[src/rtl/bus_arb_pkg.sv]
// Shared definitions for the ST memory bus arbiter: owner encoding,
// arbitration state type and the next-owner decision.
package bus_arb_pkg;

  localparam logic [1:0] OWN_CPU = 2'd0;
  localparam logic [1:0] OWN_BLT = 2'd1;
  localparam logic [1:0] OWN_DMA = 2'd2;

  localparam int COOP_SLOTS_DEF = 64;

  typedef enum logic [1:0] {
    ST_CPU      = 2'd0,
    ST_BLT      = 2'd1,
    ST_DMA      = 2'd2,
    ST_HANDOVER = 2'd3
  } arb_state_t;

  // Ownership decision taken at an arbitration point.
  // blt_eff is the blitter request already gated by its rest state.
  function automatic arb_state_t arb_next(arb_state_t cur, logic cpu_as,
                                          logic dma_req, logic blt_eff,
                                          logic blt_req, logic force_release);
    arb_state_t nxt;
    nxt = cur;
    case (cur)
      ST_CPU, ST_HANDOVER: begin
        if (!(dma_req || blt_eff)) nxt = ST_CPU;
        else if (cpu_as)           nxt = ST_HANDOVER;
        else if (dma_req)          nxt = ST_DMA;
        else                       nxt = ST_BLT;
      end
      ST_BLT: begin
        if (dma_req)                        nxt = ST_DMA;
        else if (!blt_req || force_release) nxt = ST_CPU;
        else                                nxt = ST_BLT;
      end
      ST_DMA: begin
        if (dma_req)      nxt = ST_DMA;
        else if (blt_eff) nxt = ST_BLT;
        else              nxt = ST_CPU;
      end
      default: nxt = ST_CPU;
    endcase
    return nxt;
  endfunction

  // Bus owner as seen by the masters; the CPU keeps the bus during HANDOVER.
  function automatic logic [1:0] owner_of(arb_state_t s);
    logic [1:0] own;
    case (s)
      ST_BLT:  own = OWN_BLT;
      ST_DMA:  own = OWN_DMA;
      default: own = OWN_CPU;
    endcase
    return own;
  endfunction

endpackage

[src/rtl/bus_arb_coop.sv]
// Blitter cooperative (non-HOG) bus sharing: counts owned slots, forces a
// release after COOP_SLOTS of them, then holds the blitter off for
// COOP_SLOTS slots. Only built when BUS_ARB_COOP_EN is defined.
module bus_arb_coop
  import bus_arb_pkg::*;
#(
  parameter int COOP_SLOTS = COOP_SLOTS_DEF
) (
  input  logic clk,
  input  logic reset_n,
  input  logic slot,
  input  logic owned,
  input  logic hog,
  input  logic req,
  input  logic preempted,
  output logic force_release,
  output logic resting,
  output logic eligible
);

  localparam int CW = $clog2(COOP_SLOTS);
  localparam logic [CW-1:0] LAST = CW'(COOP_SLOTS - 1);

  logic [CW-1:0] cnt;
  logic          at_last;

  assign at_last = (cnt == LAST);

  // The last owned slot ends here: hand the bus back this arbitration point.
  assign force_release = owned && !hog && !resting && at_last;

  // A rest that ends (or is aborted by HOG) at this arbitration point already
  // lets the blitter compete for the next slot.
  assign eligible = !resting || hog || at_last;

  // Slot counter and rest flag, advanced once per slot.
  always_ff @(posedge clk or negedge reset_n) begin
    if (!reset_n) begin
      cnt     <= '0;
      resting <= 1'b0;
    end else if (slot) begin
      if (hog) begin
        cnt     <= '0;
        resting <= 1'b0;
      end else if (resting) begin
        if (at_last) begin
          cnt     <= '0;
          resting <= 1'b0;
        end else begin
          cnt <= cnt + 1'b1;
        end
      end else if (!req) begin
        cnt <= '0;
      end else if (owned && !preempted) begin
        if (at_last) begin
          cnt     <= '0;
          resting <= 1'b1;
        end else begin
          cnt <= cnt + 1'b1;
        end
      end
    end
  end

endmodule

[src/rtl/bus_arbiter.sv]
// ST main memory bus arbiter: CPU, blitter and DMA, decided once per
// 4-phase slot at the bus_cycle==3 edge. Priority DMA > blitter > CPU.
// Define BUS_ARB_COOP_EN to build blitter cooperative (non-HOG) sharing;
// without it blt_hog is ignored and blt_resting is tied low.
//
// state       | meaning
// ------------+------------------------------------------------------------
// ST_CPU      | CPU owns the bus, no pending request
// ST_BLT      | blitter owns the current slot
// ST_DMA      | DMA owns the current slot
// ST_HANDOVER | request pending, CPU still mid-access; re-check each slot
module bus_arbiter
  import bus_arb_pkg::*;
#(
  parameter int COOP_SLOTS = COOP_SLOTS_DEF
) (
  input  logic       clk,
  input  logic       reset_n,
  input  logic [1:0] bus_cycle,
  input  logic       cpu_as,
  input  logic       blt_req,
  input  logic       blt_hog,
  input  logic       dma_req,
  output logic       blt_gnt,
  output logic       dma_gnt,
  output logic       cpu_halt,
  output logic [1:0] owner,
  output logic       blt_resting
);

  arb_state_t state;
  arb_state_t state_nxt;
  logic       slot;
  logic       force_release;
  logic       blt_ok;
  logic       blt_eff;

  assign slot    = (bus_cycle == 2'd3);
  assign blt_eff = blt_req && blt_ok;

`ifdef BUS_ARB_COOP_EN
  bus_arb_coop #(.COOP_SLOTS(COOP_SLOTS)) u_coop (
    .clk           (clk),
    .reset_n       (reset_n),
    .slot          (slot),
    .owned         (state == ST_BLT),
    .hog           (blt_hog),
    .req           (blt_req),
    .preempted     (state == ST_DMA),
    .force_release (force_release),
    .resting       (blt_resting),
    .eligible      (blt_ok)
  );
`else
  localparam int coop_slots_unused = COOP_SLOTS;
  logic blt_hog_unused;
  assign blt_hog_unused = blt_hog;
  assign force_release  = 1'b0;
  assign blt_resting    = 1'b0;
  assign blt_ok         = 1'b1;
`endif

  assign state_nxt = arb_next(state, cpu_as, dma_req, blt_eff, blt_req,
                              force_release);

  // Ownership FSM with registered grants; halt is refreshed every clock.
  always_ff @(posedge clk or negedge reset_n) begin
    if (!reset_n) begin
      state    <= ST_CPU;
      owner    <= OWN_CPU;
      blt_gnt  <= 1'b0;
      dma_gnt  <= 1'b0;
      cpu_halt <= 1'b0;
    end else begin
      cpu_halt <= (owner != OWN_CPU) || dma_req || (blt_req && !blt_resting);
      if (slot) begin
        state   <= state_nxt;
        owner   <= owner_of(state_nxt);
        blt_gnt <= (state_nxt == ST_BLT);
        dma_gnt <= (state_nxt == ST_DMA);
      end
    end
  end

endmodule
[config.mk]
export PLATFORM = sky130hd
export DESIGN_NAME = bus_arbiter
export DESIGN_NICKNAME = d
export VERILOG_FILES = /design/src/rtl/bus_arb_pkg.sv /design/src/rtl/bus_arb_coop.sv /design/src/rtl/bus_arbiter.sv
export SDC_FILE = /design/constraint.sdc
export NUM_CORES = 1
export LEC_CHECK = 0
export ABC_AREA = 1
export CAP_MARGIN = 5
export CORE_AREA = 3 3 40 42
export CTS_BUF_LIST = sky130_fd_sc_hd__clkbuf_16
export CTS_CLUSTER_SIZE = 30
export DETAILED_ROUTE_END_ITERATION = 7
export DIE_AREA = 0 0 43 45
export DONT_BUFFER_PORTS = 1
export HOLD_SLACK_MARGIN = 0.05
export PLACE_DENSITY_LB_ADDON = 0.05
export SYNTH_ARGS = -nofsm -noshare
export SYNTH_HDL_FRONTEND = slang
export SYNTH_HIERARCHICAL = 1
export SYNTH_SLANG_ARGS = --single-unit
[constraint.sdc]
create_clock -name clk -period 0.8 [get_ports clk]
set_clock_uncertainty 0.05 [all_clocks]
set_input_delay 0.16 -clock clk [delete_from_list [all_inputs] [get_ports clk]]
set_output_delay 0.16 -clock clk [all_outputs]
set_load 0.05 [all_outputs]
# Word level (Yosys, flattened, before mapping)
# Cells that the tools add are included.
# W data, S select, Z words.
# op_classes
eq_ne	6
muxes	7
n_reduce_logical	7
# ops
operator	n
$eq A2 B2 Y1 const B	4
$mux W2	4
$pmux W2 S2	2
$eq A2 B1 Y1 const B	2
$reduce_or A2 Y1	2
$logic_or A1 B1 Y1	3
$logic_not A2 Y1	1
$reduce_bool A2 Y1	1
$mux W1	1
# word_totals
reg_bits	7
in_bits	8
out_inout_bits	6
wordCells	25

# Longest topological paths before layout
# logic_depth
word_depth	6
ltp_mapped	6
ltp_nobuf	6

# Least setup slack after synthesis
# No wires, ideal clock.
# synth_timing
kind	register to output
startpoint	reg owner[0]
endpoint	out owner[0]
arrival_time_ps	922
required_ps	590
slack_ps	-332
path_stages_with_launch	2
n_path_buf	1
path_cell_list	dfrtp_1 buf_4
# synth_lines
element	line_no	source
from (decl)	bus_arbiter.sv:27	output logic [1:0] owner,
from (signal assigned)	bus_arbiter.sv:78	owner <= owner_of(state_nxt);
# No word-level cell between the ends.

==> flow_metrics.py <==
metrics = {
    "timing": {
        "max_freq_mhz": 956,
        "slew_viol_final": 0,
        "setup_viol": 10,
        "worst_slack_ns": -0.246,
        "post-route-min-period_ns": 1.05,
        "layout_worst_path_cycle_share": 1.31,
        "rsz0062_at_grt": "true",
        "hold_slack_ns": -0.000728,
        "hold_violations": 1,
    },
    "worst_setup_path": {
        "crit_family": "flip-flops",
        "cp.required_ns": 0.59,
        "crit_chain": "buf_12",
        "critical_path_class": "reg -> out",
        "cp-start-kind": "flip-flop",
        "worstPathArrival_ns": 0.84,
        "slowest_stage": "dfrtp_2",
        "reg2reg_slack_ns": -0.15,
        "cp_slowest_stage_delay_ns": 0.44,
        "path_buf_inv": 1,
        "worstPathMaxFanout": 4,
        "endpoint_kind": "output port",
    },
    "detailed_routing": {
        "drc_errors": 0,
        "vias_per_cell": 4.15,
        "drtPass1Iterations": 2,
        "via_count": 257,
        "drtIter0Drc": 4,
        "final_antenna_net_count": 0,
        "top_layer": "met4",
        "wl_met3_um": 55,
        "wl_met1_um": 286,
        "met2_length_um": 310,
        "wl_um": 667,
        "wl_per_cell_um": 10.8,
    },
    "clock_network": {
        "clock-sinks": 5,
        "clock_latency_ns": 0.23,
        "cts.reportedPaths.clkPinSlew_ns": 0.03,
        "ctsHoldBuffers": 2,
        "cts_buffers": 3,
        "htreeDepth": 1,
        "clk_path_buf_depth": 2,
        "clockRootBuffer": "clkbuf_16",
        "cts_tree": "built",
    },
    "synth": {
        "ys_seq_area_frac": 0.463,
        "muxShareOfSynthArea": 0,
        "yosys.area_share.simple": 0.370,
        "synthAdderAreaFrac": 0,
        "synthTopCellsByArea": "dfrtp_1, nand2_1, buf_4, nand3_1, inv_1",
        "synth_common_cells": "nand2_1, dfrtp_1, inv_1, nand3_1, buf_4",
        "synth-edff-count": 0,
        "synth-seq-cells": 5,
        "yosys_warnings": 6,
        "async_flop_share": 1.00,
        "syn_nets": 46,
        "yosysMostFrequentCell": "nand2_1",
        "synth_top_family_by_area": "simple AND/OR/NAND/NOR gates",
        "syn_area_um2": 270,
        "syn_avg_cell_area_um2": 7.11,
        "ys_types": 9,
        "yosysTopAreaCellShare": 0.463,
        "synth_ff_type": "dfrtp_1",
        "synth_compound_area_frac": 0,
        "syn_inst": 38,
        "post-synth-top-area-cell": "dfrtp_1",
        "yosys.area_share.xor_xnor": 0,
    },
    "die": {
        "rows": 13,
        "core_um2": 1280,
        "die_w_um": 43,
        "die_area_um2": 1940,
        "die_y_um": 45,
        "initial_core_util": 0.210,
        "pin_count": 14,
    },
    "final_layout": {
        "drive_above_1_share": 0.447,
        "fin_nets": 56,
        "diodes": 0,
        "syn2layout_area_growth_pct": 88.4,
        "final_cells": 62,
    },
    "grt": {
        "grt_first_pass_wirelength_mm": 1.11,
        "overflow": 0,
        "first_global_vias": 265,
        "antenna_found_initial": 0,
        "grt_max_degree": 7,
        "grt_use_total": 0.0828,
    },
    "flow_run": {
        "maxCapViolations": 0,
    },
    "placed_design": {
        "gp_congestion": 0.708,
        "portBuffers": 0,
        "placedCellCount": 55,
    },
    "status": {
        "status": "complete, but fails checks",
        "violations": "negative hold slack, negative setup slack",
    },
    "min_path": {
        "min_path_type": "in -> reg",
    },
    "pwr": {
        "pwr_density_cell_nw_per_um2": 3030,
        "ir_worst_vdd_mv": 0.985,
        "p_leak_uw": 0.000265,
    },
}
-- layout make-up --
class | count | area, um^2
Fill cell | 122 | 776
Timing Repair Buffer | 8 | 134
Multi-Input combinational cell | 25 | 131
Sequential cell | 5 | 128
Clock buffer | 3 | 75.1
Inverter | 5 | 18.8
Tap cell | 15 | 18.8
Clock inverter | 1 | 3.75
-- metrics by stage --
| step | util | setup TNS [ns] | worst slack (ns) | area, um^2 | total power [uW] |
|---|---|---|---|---|---|
| 4_1_cts | 0.392 | -1.99 | -0.249 | 504 | 1550 |
| 3_3_place_gp | 0.287 | -0.457 | -0.131 | 369 | 684 |
| 3_5_place_dp | 0.287 | -0.435 | -0.140 | 369 | 684 |
| 6_report | 0.396 | -1.68 | -0.246 | 509 | 1540 |
| 5_1_grt | 0.396 | -2.01 | -0.264 | 509 | 1610 |
| 2_1_floorplan | - | -0.431 | -0.125 | 288 | 560 |
-- path summary, 6_finish.rpt --
path	to	start	cells after the start
setup / recovery	owner[1]	dma_gnt$_DFFE_PN0N_	1
hold / removal	cpu_halt$_DFF_PN0_	blt_req	2
setup reg to reg	state[0]$_DFFE_PN0N_	state[1]$_DFFE_PN0N_	6
hold reg to reg	state[1]$_DFFE_PN0N_	state[1]$_DFFE_PN0N_	2
max in group asynchronous	owner[0]$_DFFE_PN0N_	reset_n	1
min in group asynchronous	state[0]$_DFFE_PN0N_	reset_n	1
-- per-layer routing --
layer  up-vias  GRT usage
met2        13      0.114
met1       114     0.0905
met4         0     0.0723
met3         3     0.0478
li1        127          -
met5         -          0
-- state kept, by name, summed over array words and instances (netlist names) --
name and flops:
cpu_halt 1, dma_gnt 1, owner 1, state 2
-- repair_timing --
| item | in CTS | in global routing |
|---|---|---|
| endpoints found under the setup margin | 9 | 10 |
| pin swaps | 2 | 3 |
| resized for setup | 7 | 3 |
| endpoints found under the hold margin | 7 | 1 |
| setup buffers | 1 | 0 |
-- kinds of logic after synthesis --
group	count (synthesis)
buffers and inverters	8
flip-flops	5
other	1
AND/OR/NAND/NOR	24
-- placed cells by master, fill, tap and decap left out --
| cell | n |
|---|---|
| nand2_1 | 14 |
| inv_1 | 5 |
| buf_12 | 5 |
| nand3_2 | 4 |
| nand2_2 | 3 |
| clkbuf_16 | 3 |
| dfrtp_1 | 3 |
| nor2_2 | 2 |
| dfrtp_2 | 2 |
| nor2_1 | 1 |
| inv_2 | 1 |
| conb_1 | 1 |
| dlygate4sd3_1 | 1 |
| dlymetal6s4s_1 | 1 |
| buf_6 | 1 |
-- power by group --
part | switching [uW] | total [uW] | internal (uW) | leakage (uW)
logic | 215 | 395 | 181 | 0.000165
registers | 48.6 | 339 | 291 | 0.0000572
clock network | 162 | 809 | 647 | 0.0000423
total | 426 | 1540 | 1120 | 0.000265
Note: power is estimated with default switching activity, not from simulation.
